**src/rtl/fw_ldr_pkg.sv**
```systemverilog
// fw_ldr shared types: command op codes, loader FSM states and
// the default firmware-completion signature.
package fw_ldr_pkg;

  typedef enum logic [1:0] {
    OP_WR  = 2'b00,
    OP_VF  = 2'b01,
    OP_RUN = 2'b10,
    OP_RSV = 2'b11
  } op_e;

  typedef enum logic [2:0] {
    S_IDLE,
    S_ADRH,
    S_ADRL,
    S_DATA,
    S_VRD,
    S_VCMP
  } state_e;

  localparam logic [7:0] DONE_SIG_DEF = 8'hEF;

endpackage

```
**src/rtl/fw_ldr_wdog.sv**
```systemverilog
// Run supervisor: after release watches port 0 for the completion
// signature and flags done or timeout (both sticky until cleared).
module fw_ldr_wdog
  import fw_ldr_pkg::*;
#(
  parameter int         TO_W     = 16,
  parameter logic [7:0] DONE_SIG = DONE_SIG_DEF
) (
  input  logic       clk,
  input  logic       rst,
  input  logic       clr_i,
  input  logic       arm_i,
  input  logic       hold_i,
  input  logic [7:0] port0_i,
  output logic       done_o,
  output logic       timeout_o
);

  logic            arm_q, arm_d;
  logic            done_q, done_d;
  logic            to_q, to_d;
  logic [TO_W-1:0] cnt_q, cnt_d;
  logic [TO_W-1:0] cnt_inc;

  always_ff @(posedge clk or posedge rst) begin
    if (rst) begin
      arm_q  <= 1'b0;
      done_q <= 1'b0;
      to_q   <= 1'b0;
      cnt_q  <= '0;
    end else begin
      arm_q  <= arm_d;
      done_q <= done_d;
      to_q   <= to_d;
      cnt_q  <= cnt_d;
    end
  end

  // Signature check has priority, so done wins over a same-cycle timeout.
  always_comb begin
    arm_d   = arm_q;
    done_d  = done_q;
    to_d    = to_q;
    cnt_d   = cnt_q;
    cnt_inc = cnt_q + 1'b1;
    if (clr_i) begin
      arm_d  = 1'b0;
      done_d = 1'b0;
      to_d   = 1'b0;
      cnt_d  = '0;
    end else if (arm_i) begin
      arm_d = 1'b1;
    end else if (arm_q && !hold_i) begin
      if (port0_i == DONE_SIG) begin
        done_d = 1'b1;
        arm_d  = 1'b0;
      end else begin
        cnt_d = cnt_inc;
        if (&cnt_inc) begin
          to_d  = 1'b1;
          arm_d = 1'b0;
        end
      end
    end
  end

  assign done_o    = done_q;
  assign timeout_o = to_q;

endmodule

```
**src/rtl/fw_ldr.sv**
```systemverilog
// Byte-stream firmware loader: framed write/verify into program memory
// banks, CPU fetch hold until RUN, then completion supervision.
module fw_ldr
  import fw_ldr_pkg::*;
#(
  parameter int         AW       = 14,
  parameter int         DW       = 8,
  parameter int         NBANK    = 2,
  parameter int         TO_W     = 16,
  parameter logic [7:0] DONE_SIG = DONE_SIG_DEF,
  localparam int        BW       = (NBANK > 1) ? $clog2(NBANK) : 1
) (
  input  logic          clk,
  input  logic          rst,
  input  logic          s_vld,
  input  logic [7:0]    s_dat,
  input  logic          s_lst,
  output logic          s_rdy,
  output logic          mem_we,
  output logic          mem_re,
  output logic [BW-1:0] mem_bank,
  output logic [AW-1:0] mem_adr,
  output logic [DW-1:0] mem_wdat,
  input  logic [DW-1:0] mem_rdat,
  output logic          cpu_hold,
  input  logic [7:0]    port0,
  output logic          busy,
  output logic [7:0]    err_cnt,
  output logic          done,
  output logic          timeout
);

  localparam int NB = DW / 8;
  localparam int CW = (NB > 1) ? $clog2(NB) : 1;

  state_e        state_q, state_d;
  logic          vf_q, vf_d;
  logic [BW-1:0] bank_q, bank_d;
  logic [7:0]    adrh_q, adrh_d;
  logic [AW-1:0] adr_q, adr_d;
  logic [DW-1:0] asm_q, asm_d;
  logic [CW-1:0] bcnt_q, bcnt_d;
  logic [DW-1:0] wdat_q, wdat_d;
  logic          we_q, we_d;
  logic          lst_q, lst_d;
  logic [7:0]    err_q, err_d;
  logic          hold_q, hold_d;
  logic          rdy_en_q;

  logic          acc;
  logic          re;
  logic          wd_clr;
  logic          wd_arm;
  op_e           op;
  logic [BW-1:0] bsel;
  logic [BW-1:0] bank_c;
  logic [DW-1:0] word;

  always_ff @(posedge clk or posedge rst) begin
    if (rst) begin
      state_q  <= S_IDLE;
      vf_q     <= 1'b0;
      bank_q   <= '0;
      adrh_q   <= '0;
      adr_q    <= '0;
      asm_q    <= '0;
      bcnt_q   <= '0;
      wdat_q   <= '0;
      we_q     <= 1'b0;
      lst_q    <= 1'b0;
      err_q    <= '0;
      hold_q   <= 1'b1;
      rdy_en_q <= 1'b0;
    end else begin
      state_q  <= state_d;
      vf_q     <= vf_d;
      bank_q   <= bank_d;
      adrh_q   <= adrh_d;
      adr_q    <= adr_d;
      asm_q    <= asm_d;
      bcnt_q   <= bcnt_d;
      wdat_q   <= wdat_d;
      we_q     <= we_d;
      lst_q    <= lst_d;
      err_q    <= err_d;
      hold_q   <= hold_d;
      rdy_en_q <= 1'b1;
    end
  end

  assign s_rdy = rdy_en_q & (state_q inside {S_IDLE, S_ADRH, S_ADRL, S_DATA});
  assign acc   = s_vld & s_rdy;
  assign op    = op_e'(s_dat[7:6]);
  assign bsel  = s_dat[BW-1:0];
  assign bank_c = ({1'b0, bsel} >= (BW+1)'(NBANK)) ? BW'(NBANK - 1) : bsel;
  // New byte enters at the top so the first byte ends up in the LSBs.
  assign word  = DW'({s_dat, asm_q} >> 8);

  always_comb begin
    state_d = state_q;
    vf_d    = vf_q;
    bank_d  = bank_q;
    adrh_d  = adrh_q;
    adr_d   = adr_q;
    asm_d   = asm_q;
    bcnt_d  = bcnt_q;
    wdat_d  = wdat_q;
    we_d    = 1'b0;
    lst_d   = lst_q;
    err_d   = err_q;
    hold_d  = hold_q;
    re      = 1'b0;
    wd_clr  = 1'b0;
    wd_arm  = 1'b0;
    // Address advances in the strobe cycle so it is stable while mem_we is high.
    if (we_q) adr_d = adr_q + 1'b1;
    unique case (state_q)
      S_IDLE: if (acc) begin
        unique case (op)
          OP_WR, OP_VF: begin
            vf_d   = (op == OP_VF);
            bank_d = bank_c;
            hold_d = 1'b1;
            wd_clr = 1'b1;
            if (op == OP_VF) err_d = '0;
            if (!s_lst) state_d = S_ADRH;
          end
          OP_RUN: begin
            hold_d = 1'b0;
            wd_arm = 1'b1;
          end
          default: ;
        endcase
      end
      S_ADRH: if (acc) begin
        adrh_d  = s_dat;
        state_d = s_lst ? S_IDLE : S_ADRL;
      end
      S_ADRL: if (acc) begin
        if (s_lst) begin
          state_d = S_IDLE;
        end else begin
          adr_d   = AW'({adrh_q, s_dat});
          bcnt_d  = '0;
          state_d = S_DATA;
        end
      end
      S_DATA: if (acc) begin
        asm_d = word;
        if (bcnt_q == CW'(NB - 1)) begin
          bcnt_d = '0;
          wdat_d = word;
          lst_d  = s_lst;
          if (vf_q) begin
            state_d = S_VRD;
          end else begin
            we_d = 1'b1;
            if (s_lst) state_d = S_IDLE;
          end
        end else if (s_lst) begin
          bcnt_d  = '0;
          state_d = S_IDLE;
        end else begin
          bcnt_d = bcnt_q + 1'b1;
        end
      end
      S_VRD: begin
        re      = 1'b1;
        state_d = S_VCMP;
      end
      S_VCMP: begin
        if (mem_rdat != wdat_q && err_q != 8'hFF) err_d = err_q + 1'b1;
        adr_d   = adr_q + 1'b1;
        state_d = lst_q ? S_IDLE : S_DATA;
      end
      default: state_d = S_IDLE;
    endcase
  end

  fw_ldr_wdog #(
    .TO_W    (TO_W),
    .DONE_SIG(DONE_SIG)
  ) u_wdog (
    .clk      (clk),
    .rst      (rst),
    .clr_i    (wd_clr),
    .arm_i    (wd_arm),
    .hold_i   (hold_q),
    .port0_i  (port0),
    .done_o   (done),
    .timeout_o(timeout)
  );

  assign mem_we   = we_q;
  assign mem_re   = re;
  assign mem_bank = bank_q;
  assign mem_adr  = adr_q;
  assign mem_wdat = wdat_q;
  assign cpu_hold = hold_q;
  assign busy     = (state_q != S_IDLE);
  assign err_cnt  = err_q;

endmodule
```
**config.mk**
```make
export PLATFORM = sky130hd
export DESIGN_NAME = fw_ldr
export DESIGN_NICKNAME = d
export VERILOG_FILES = /design/src/rtl/fw_ldr_pkg.sv /design/src/rtl/fw_ldr_wdog.sv /design/src/rtl/fw_ldr.sv
export SDC_FILE = /design/constraint.sdc
export NUM_CORES = 1
export LEC_CHECK = 0
export ABC_AREA = 1
export BUFFER_PORTS_ARGS = -buffer_cell sky130_fd_sc_hd__buf_2
export CORE_MARGIN = 3
export CORE_UTILIZATION = 33
export CTS_BUF_LIST = sky130_fd_sc_hd__clkbuf_4
export DETAILED_ROUTE_END_ITERATION = 7
export GPL_TIMING_DRIVEN = 0
export PLACE_DENSITY = 0.56
export SKIP_CTS_REPAIR_TIMING = 1
export SLEW_MARGIN = 20
export SYNTH_ARGS = -nofsm -noshare
export SYNTH_HDL_FRONTEND = slang
export SYNTH_SLANG_ARGS = --single-unit
```
**constraint.sdc**
```tcl
create_clock -name clk -period 2.92 [get_ports clk]
set_input_delay 0.146 -clock clk [delete_from_list [all_inputs] [get_ports clk]]
set_output_delay 0.146 -clock clk [all_outputs]
set_load 0.05 [all_outputs]
```
==> flow_summary_export.csv, run 1 <==
group,metric,value,unit
routing,drc,0,
worst_setup_path,worstPathCellList,"ha_1 -> nand2_1 -> nor2_1 -> nand3_1 -> nor2_1 -> nand2_1 -> xor2_1 -> nand2_1 -> o211ai_1 -> nand3b_1",
worst_setup_path,crit_type,"flip-flop to flip-flop",
worst_setup_path,slowest_stage,"dfrtp_1",
sta,hold_viol_final,0,
placement,placed_area,4399,µm²
synth,synthFlopType,"dfrtp_1",
worst_setup_path,required,3230,ps
cts,cts-buffers-inserted,9,
synth,muxShareOfSynthArea,0.01097,
global_routing,track_usage,0.1692,
die,std_cell_rows,38,
sta,post-route-period-util,0.7201,
worst_setup_path,end_kind,"flip-flop",
power,p_leak,2.134,nW
placement,io_buffers,65,
finish,nets,636,
power,power,3.917,mW
routing,ant_nets,0,
global_routing,grt_pass1_wl,17450,µm
hold_path,holdCritPathClass,"input port to flip-flop",
die,die_h,114.4,µm
routing,drtIter0Drc,230,
global_routing,grt_pass1_vias,3403,
sta,fmaxAchievable,0.4756,GHz
cts,root_buffer,"clkbuf_4",
cts,path_clk_slew,120,ps
cts,clkSinkCount,65,
synth,syn-num-nets,554,
job,maxCapViolations,0,
global_routing,grt_antenna_before_repair,0,
synth,synth-edff-count,0,
sta,hold_slack,45.59,ps
die,die-area,13080,µm²
sta,tns,0,ps
synth,yosysSeqAreaShare,0.4199,
finish,final_cell_mix,"nand2_1, buf_2, dfrtp_1",
finish,area_growth,18.08,%
global_routing,grt-ovfl-total,0,
routing,vias,3680,
routing,vias_per_cell,4.920,
synth,synth_top_family_by_area,"simple AND/OR/NAND/NOR gates",
sta,rsz0062_at_grt,"false",
finish,drive_above_1_share,0.1793,
synth,async_reset_ff_frac,1.000,
synth,yosys_warnings,0,
placement,place_congestion,0.8771,
synth,yosys.area_share.simple,0.3125,
die,die_x,114.4,µm
synth,netlist_area,3876,µm²
die,initial_core_util,0.3469,
synth,synth_area_per_cell,7.426,µm²
synth,syn_inst,522,
finish,fillerInstances,1158,
routing,routedWlPerCell,14.32,µm
routing,postRouteWirelength,10720,µm
cts,clock_path_buffers,2,
cts,htree_levels,3,
power,ir_drop,0.6324,mV
finish,layout_commonest_cell,"nand2_1",
worst_setup_path,cp-start-kind,"flip-flop",
finish,final_cell_area,4577,µm²
sta,fin_skew,13.87,ps
sta,slew-limit-headroom,0.4629,
die,pin_count,66,
sta,setup_viol,0,
routing,first_pass_iters,4,
global_routing,grt_max_degree,34,
placement,placed_cells,728,
synth,synthAdderAreaFrac,0.01291,
placement,dp_hpwl,8074,µm
worst_setup_path,critPathArrivalTime,2410,ps
sta,finalCriticalPeriod,2103,ps
synth,ys_ff_latch,65,
finish,instances_no_fill,748,
die,coreArea,11170,µm²
worst_setup_path,cp_max_fo,5,
synth,synth-xor-area-share,0.04745,
synth,synth_compound_area_frac,0.1272,
sta,tightest_slew,802.6,ps
worst_setup_path,critPathMostFrequentCell,"nand2_1",
worst_setup_path,max_stage_delay,460,ps
synth,synth_cell_types,39,
finish,diodes,0,
cts,cts_tree,"done",
power,pwr_density_cell,855.8,nW/µm²
cts,clkLatencyLatePin,420,ps
status,outcome,"finished clean",
sta,slew_violations,0,
## kinds of logic after synthesis
family / after synthesis
xor gates and xnor gates: 21
other: 1
buffers and inverters: 70
and+or+nand+nor: 275
DFF: 65
muxes: 4
adders and majority gates: 4
AOI/OAI and AO/OA: 82
## synthesized netlist by cell type, types with 4 or more instances
cell type  count  share of area
xnor2_1        5          0.011
xor2_1        16          0.036
o2111ai_1      4         0.0090
nor3_1        11          0.014
o211ai_1       8          0.015
nor2_1        54          0.052
o21ai_0       23          0.030
nand2_1      150           0.15
inv_2          7         0.0068
nand4_1        8          0.013
a21oi_1        8          0.010
o22ai_1       10          0.016
dfrtp_1       64           0.41
ha_1           4          0.013
nand3_1       31          0.040
o21ai_1       17          0.022
a31oi_1        6         0.0097
clkbuf_1       6         0.0058
inv_1         54          0.052
## worst max-delay path, delay by kind of cell, from the launching register on
kind	cells	cell delay [ps]
compound gates	1	100
xor+xnor	1	230
fa+ha+maj	1	220
flops	1	460
simple gates	7	980
## worst paths after layout
| check | start | to | slack (ps) | cells after the start |
|---|---|---|---|---|
| hold reg to reg | vf_q | mem_we | 440 | 1 |
| max in group asynchronous | rst | cpu_hold | 2030 | 4 |
| hold / removal | s_lst | lst_q | 50 | 3 |
| min in group asynchronous | rst | mem_adr[2] | 280 | 3 |
| setup / recovery | mem_adr[0] | mem_adr[12] | 820 | 10 |
| setup reg to reg | mem_adr[0] | mem_adr[12] | 820 | 10 |
## metrics by stage
step                worst slack [ps]    util
global route                   513.0  0.4096
finish                         817.4  0.4096
CTS                            796.0  0.4052
detailed placement             816.9  0.3937
floorplan                      797.5       -
global placement               127.3  0.3917
## power by group
| part | switching, mW | internal, mW | leakage (nW) |
|---|---|---|---|
| sequential | 0.327 | 1.19 | 0.847 |
| combinational | 1.30 | 0.501 | 1.22 |
| clock | 0.330 | 0.271 | 0.0680 |
## final cells by class
cell class / count / area [µm²] / area share
multi-input cells: 387 / 1984 / 0.4336
flip-flops and latches: 65 / 1628 / 0.3557
repair buffers: 71 / 395.4 / 0.08639
inverters: 61 / 231.5 / 0.05057
well taps: 140 / 175.2 / 0.03827
clock buffers: 11 / 82.58 / 0.01804
clock inverters: 4 / 45.04 / 0.009841
plain buffers: 9 / 35.03 / 0.007654
## flip-flops by register name, indices dropped and copies added (netlist names)
register and count:
u_wdog.cnt_q 16, bcnt_q 1, adrh_q 6, state_q 3, lst_q 1, vf_q 1
mem_we 1, mem_wdat 8, mem_bank 1, cpu_hold 1, rdy_en_q 1, u_wdog.arm_q 1
mem_adr 14, err_cnt 8, u_wdog.done_o 1, u_wdog.timeout_o 1
## metal layers
layer,vias to the layer above,global-route usage,share of wire
li1,1889,-,-
met1,1707,0.2454,0.50
met2,78,0.2561,0.45
met3,6,0.04017,0.050
met4,0,0.03721,0.0084
met5,-,0,0
(Power assumes the default switching activity.)
==> run 2, diff against run 1 <==
- PLACE_DENSITY: 0.56 -> 0.57
- clock period: 2.92 -> 1.8 ns (I/O delays scaled with it)
==> run 2 against run 1 <==
Net effect:
- the run now ends with negative setup slack left
- wire length grew 7.3%
- first-iteration DRC count down 2.6%
- total power up 75%
- maximum frequency rose by 14%
- sequential power increased by 64%
- combinational power up 80%
- clock power up 86%
- utilization is 4.3 points higher
- global-route usage is 1.3 points higher
- via count up 5.4%
==> flow_summary_export.csv, run 2 (same netlist as run 1, synthesis figures left out) <==
group,metric,value,unit
die,die-area,13080,µm²
sta,setup_viol,17,
cts,htree_levels,3,
sta,finalCriticalPeriod,1842,ps
routing,drtIter0Drc,224,
global_routing,grt_pass1_vias,3582,
routing,drc,0,
cts,cts-buffers-inserted,9,
sta,hold_viol_final,0,
sta,fin_skew,11.77,ps
sta,slew_violations,0,
worst_setup_path,crit_type,"flip-flop to flip-flop",
worst_setup_path,reg2reg_slack,-40,ps
worst_setup_path,cp-start-kind,"flip-flop",
global_routing,grt_pass1_wl,18570,µm
cts,clkLatencyLatePin,430,ps
die,die_x,114.4,µm
finish,nets,660,
status,violations,"negative setup slack",
cts,root_buffer,"clkbuf_4",
cts,clkSinkCount,65,
status,outcome,"finished with violations",
hold_path,hold_path_end,"state_q[1]",
cts,cts_tree,"done",
cts,clock_path_buffers,2,
global_routing,grt_antenna_before_repair,0,
finish,largest_register,"u_wdog.cnt_q",
worst_setup_path,required,2170,ps
die,pin_count,66,
power,pwr-share-comb,0.473,
global_routing,grt-ovfl-total,0,
placement,io_buffers,65,
worst_setup_path,r2r-start,"state_q[2]",
die,die_h,114.4,µm
hold_path,holdCritPathClass,"input port to flip-flop",
power,p_int,3.485,mW
power,switching_share,0.4915,
routing,ant_nets,0,
sta,fmaxAchievable,0.5427,GHz
finish,diodes,0,
finish,layout_commonest_cell,"nand2_1",
job,maxCapViolations,0,
sta,post-route-period-util,1.024,
worst_setup_path,critPathArrivalTime,2210,ps
finish,final-seq-area,1642,µm²
power,clkPwrFrac,0.163,
worst_setup_path,cp_max_fo,7,
routing,vias,3880,
sta,hold_slack,23.30,ps
finish,largest_reg_flops,16,
routing,vias_per_cell,5.019,
cts,path_clk_slew,110,ps
global_routing,grt_max_degree,31,
power,p_leak,2.327,nW
worst_setup_path,end_kind,"flip-flop",
worst_setup_path,r2r-end,"err_cnt[2]",
placement,dp_hpwl,8382,µm
finish,drive_above_1_share,0.2859,
sta,rsz0062_at_grt,"true",
routing,postRouteWirelength,11500,µm
finish,finish.utilization,0.4523,
die,std_cell_rows,38,
routing,routedWlPerCell,14.87,µm
finish,area_growth,30.37,%
sta,setup_ws,-42.49,ps
global_routing,track_usage,0.1818,
finish,multi_input_area,2205,µm²
routing,first_pass_iters,4,
die,coreArea,11170,µm²
hold_path,min-delay-start,"s_vld",
hold_path,hold_depth,4,
power,ir_drop,0.8934,mV
power,power.switching,3.369,mW
worst_setup_path,r2r_cells,9,
finish,final_cell_mix,"nand2_1, buf_2, inv_1, dfrtp_1, nor2_1",
die,initial_core_util,0.3469,
power,p_seq_frac,0.364,
power,pwr_density_cell,1356,nW/µm²
finish,fillerInstances,1144,
placement,place_congestion,0.8596,
## run 2: per-layer routing
metal  global-route usage  up-vias  share of wire
met2               0.2693       86           0.45
met3              0.03013       14          0.037
met5                    0        -              0
li1                     -     1929              -
met1               0.2667     1851           0.49
met4              0.06492        0          0.017
## run 2: layout make-up
class	instances	share of cell area
Buffer	7	0.007675
Timing Repair Buffer	96	0.1198
Clock buffer	9	0.01337
Tap cell	140	0.03466
Clock inverter	7	0.01684
Multi-Input combinational cell	388	0.4362
Sequential cell	65	0.3248
Inverter	61	0.04655
## run 2: worst max-delay path by stage
stage                              end            start
after global routing      u_wdog.arm_q  u_wdog.cnt_q[1]
after floorplan            mem_adr[12]       mem_adr[0]
after CTS                 u_wdog.arm_q  u_wdog.cnt_q[1]
after detailed placement  u_wdog.arm_q  u_wdog.cnt_q[1]
final                       err_cnt[2]       state_q[2]
after global placement    u_wdog.arm_q  u_wdog.cnt_q[1]
## run 2: critical path, stage by stage (launching register included)
cell	delay (ps)
dfrtp_2	490
nor2_4	160
nand2_4	90
nor3_4	280
nand2_2	130
a32oi_4	260
nand2_4	140
nand2_8	120
nand2_2	50
nand2_1	50
## run 2: per-stage QoR
stage / worst slack [ps] / area, µm² / power (mW) / std cells / setup TNS (ps)
finish: -42.49 / 5054 / 6.854 / 773 / -432.0
global route: -201.0 / 5054 / 7.363 / 773 / -2815
CTS: -199.3 / 4609 / 6.633 / 745 / -3027
detailed placement: -172.0 / 4457 / 5.486 / 729 / -2520
global placement: -111.9 / 4417 / 5.392 / 727 / -1469
floorplan: -39.40 / 3916 / 4.642 / 522 / -39.40
## run 2: power by group through the flow
stage          clock network, mW  logic (mW)  registers [mW]
2_1_floorplan                  0        1.38            3.26
3_3_place_gp                   0        2.91            2.48
3_5_place_dp                   0        2.98            2.50
4_1_cts                     1.16        3.00            2.47
5_1_grt                     1.22        3.56            2.58
6_report                    1.12        3.24            2.50
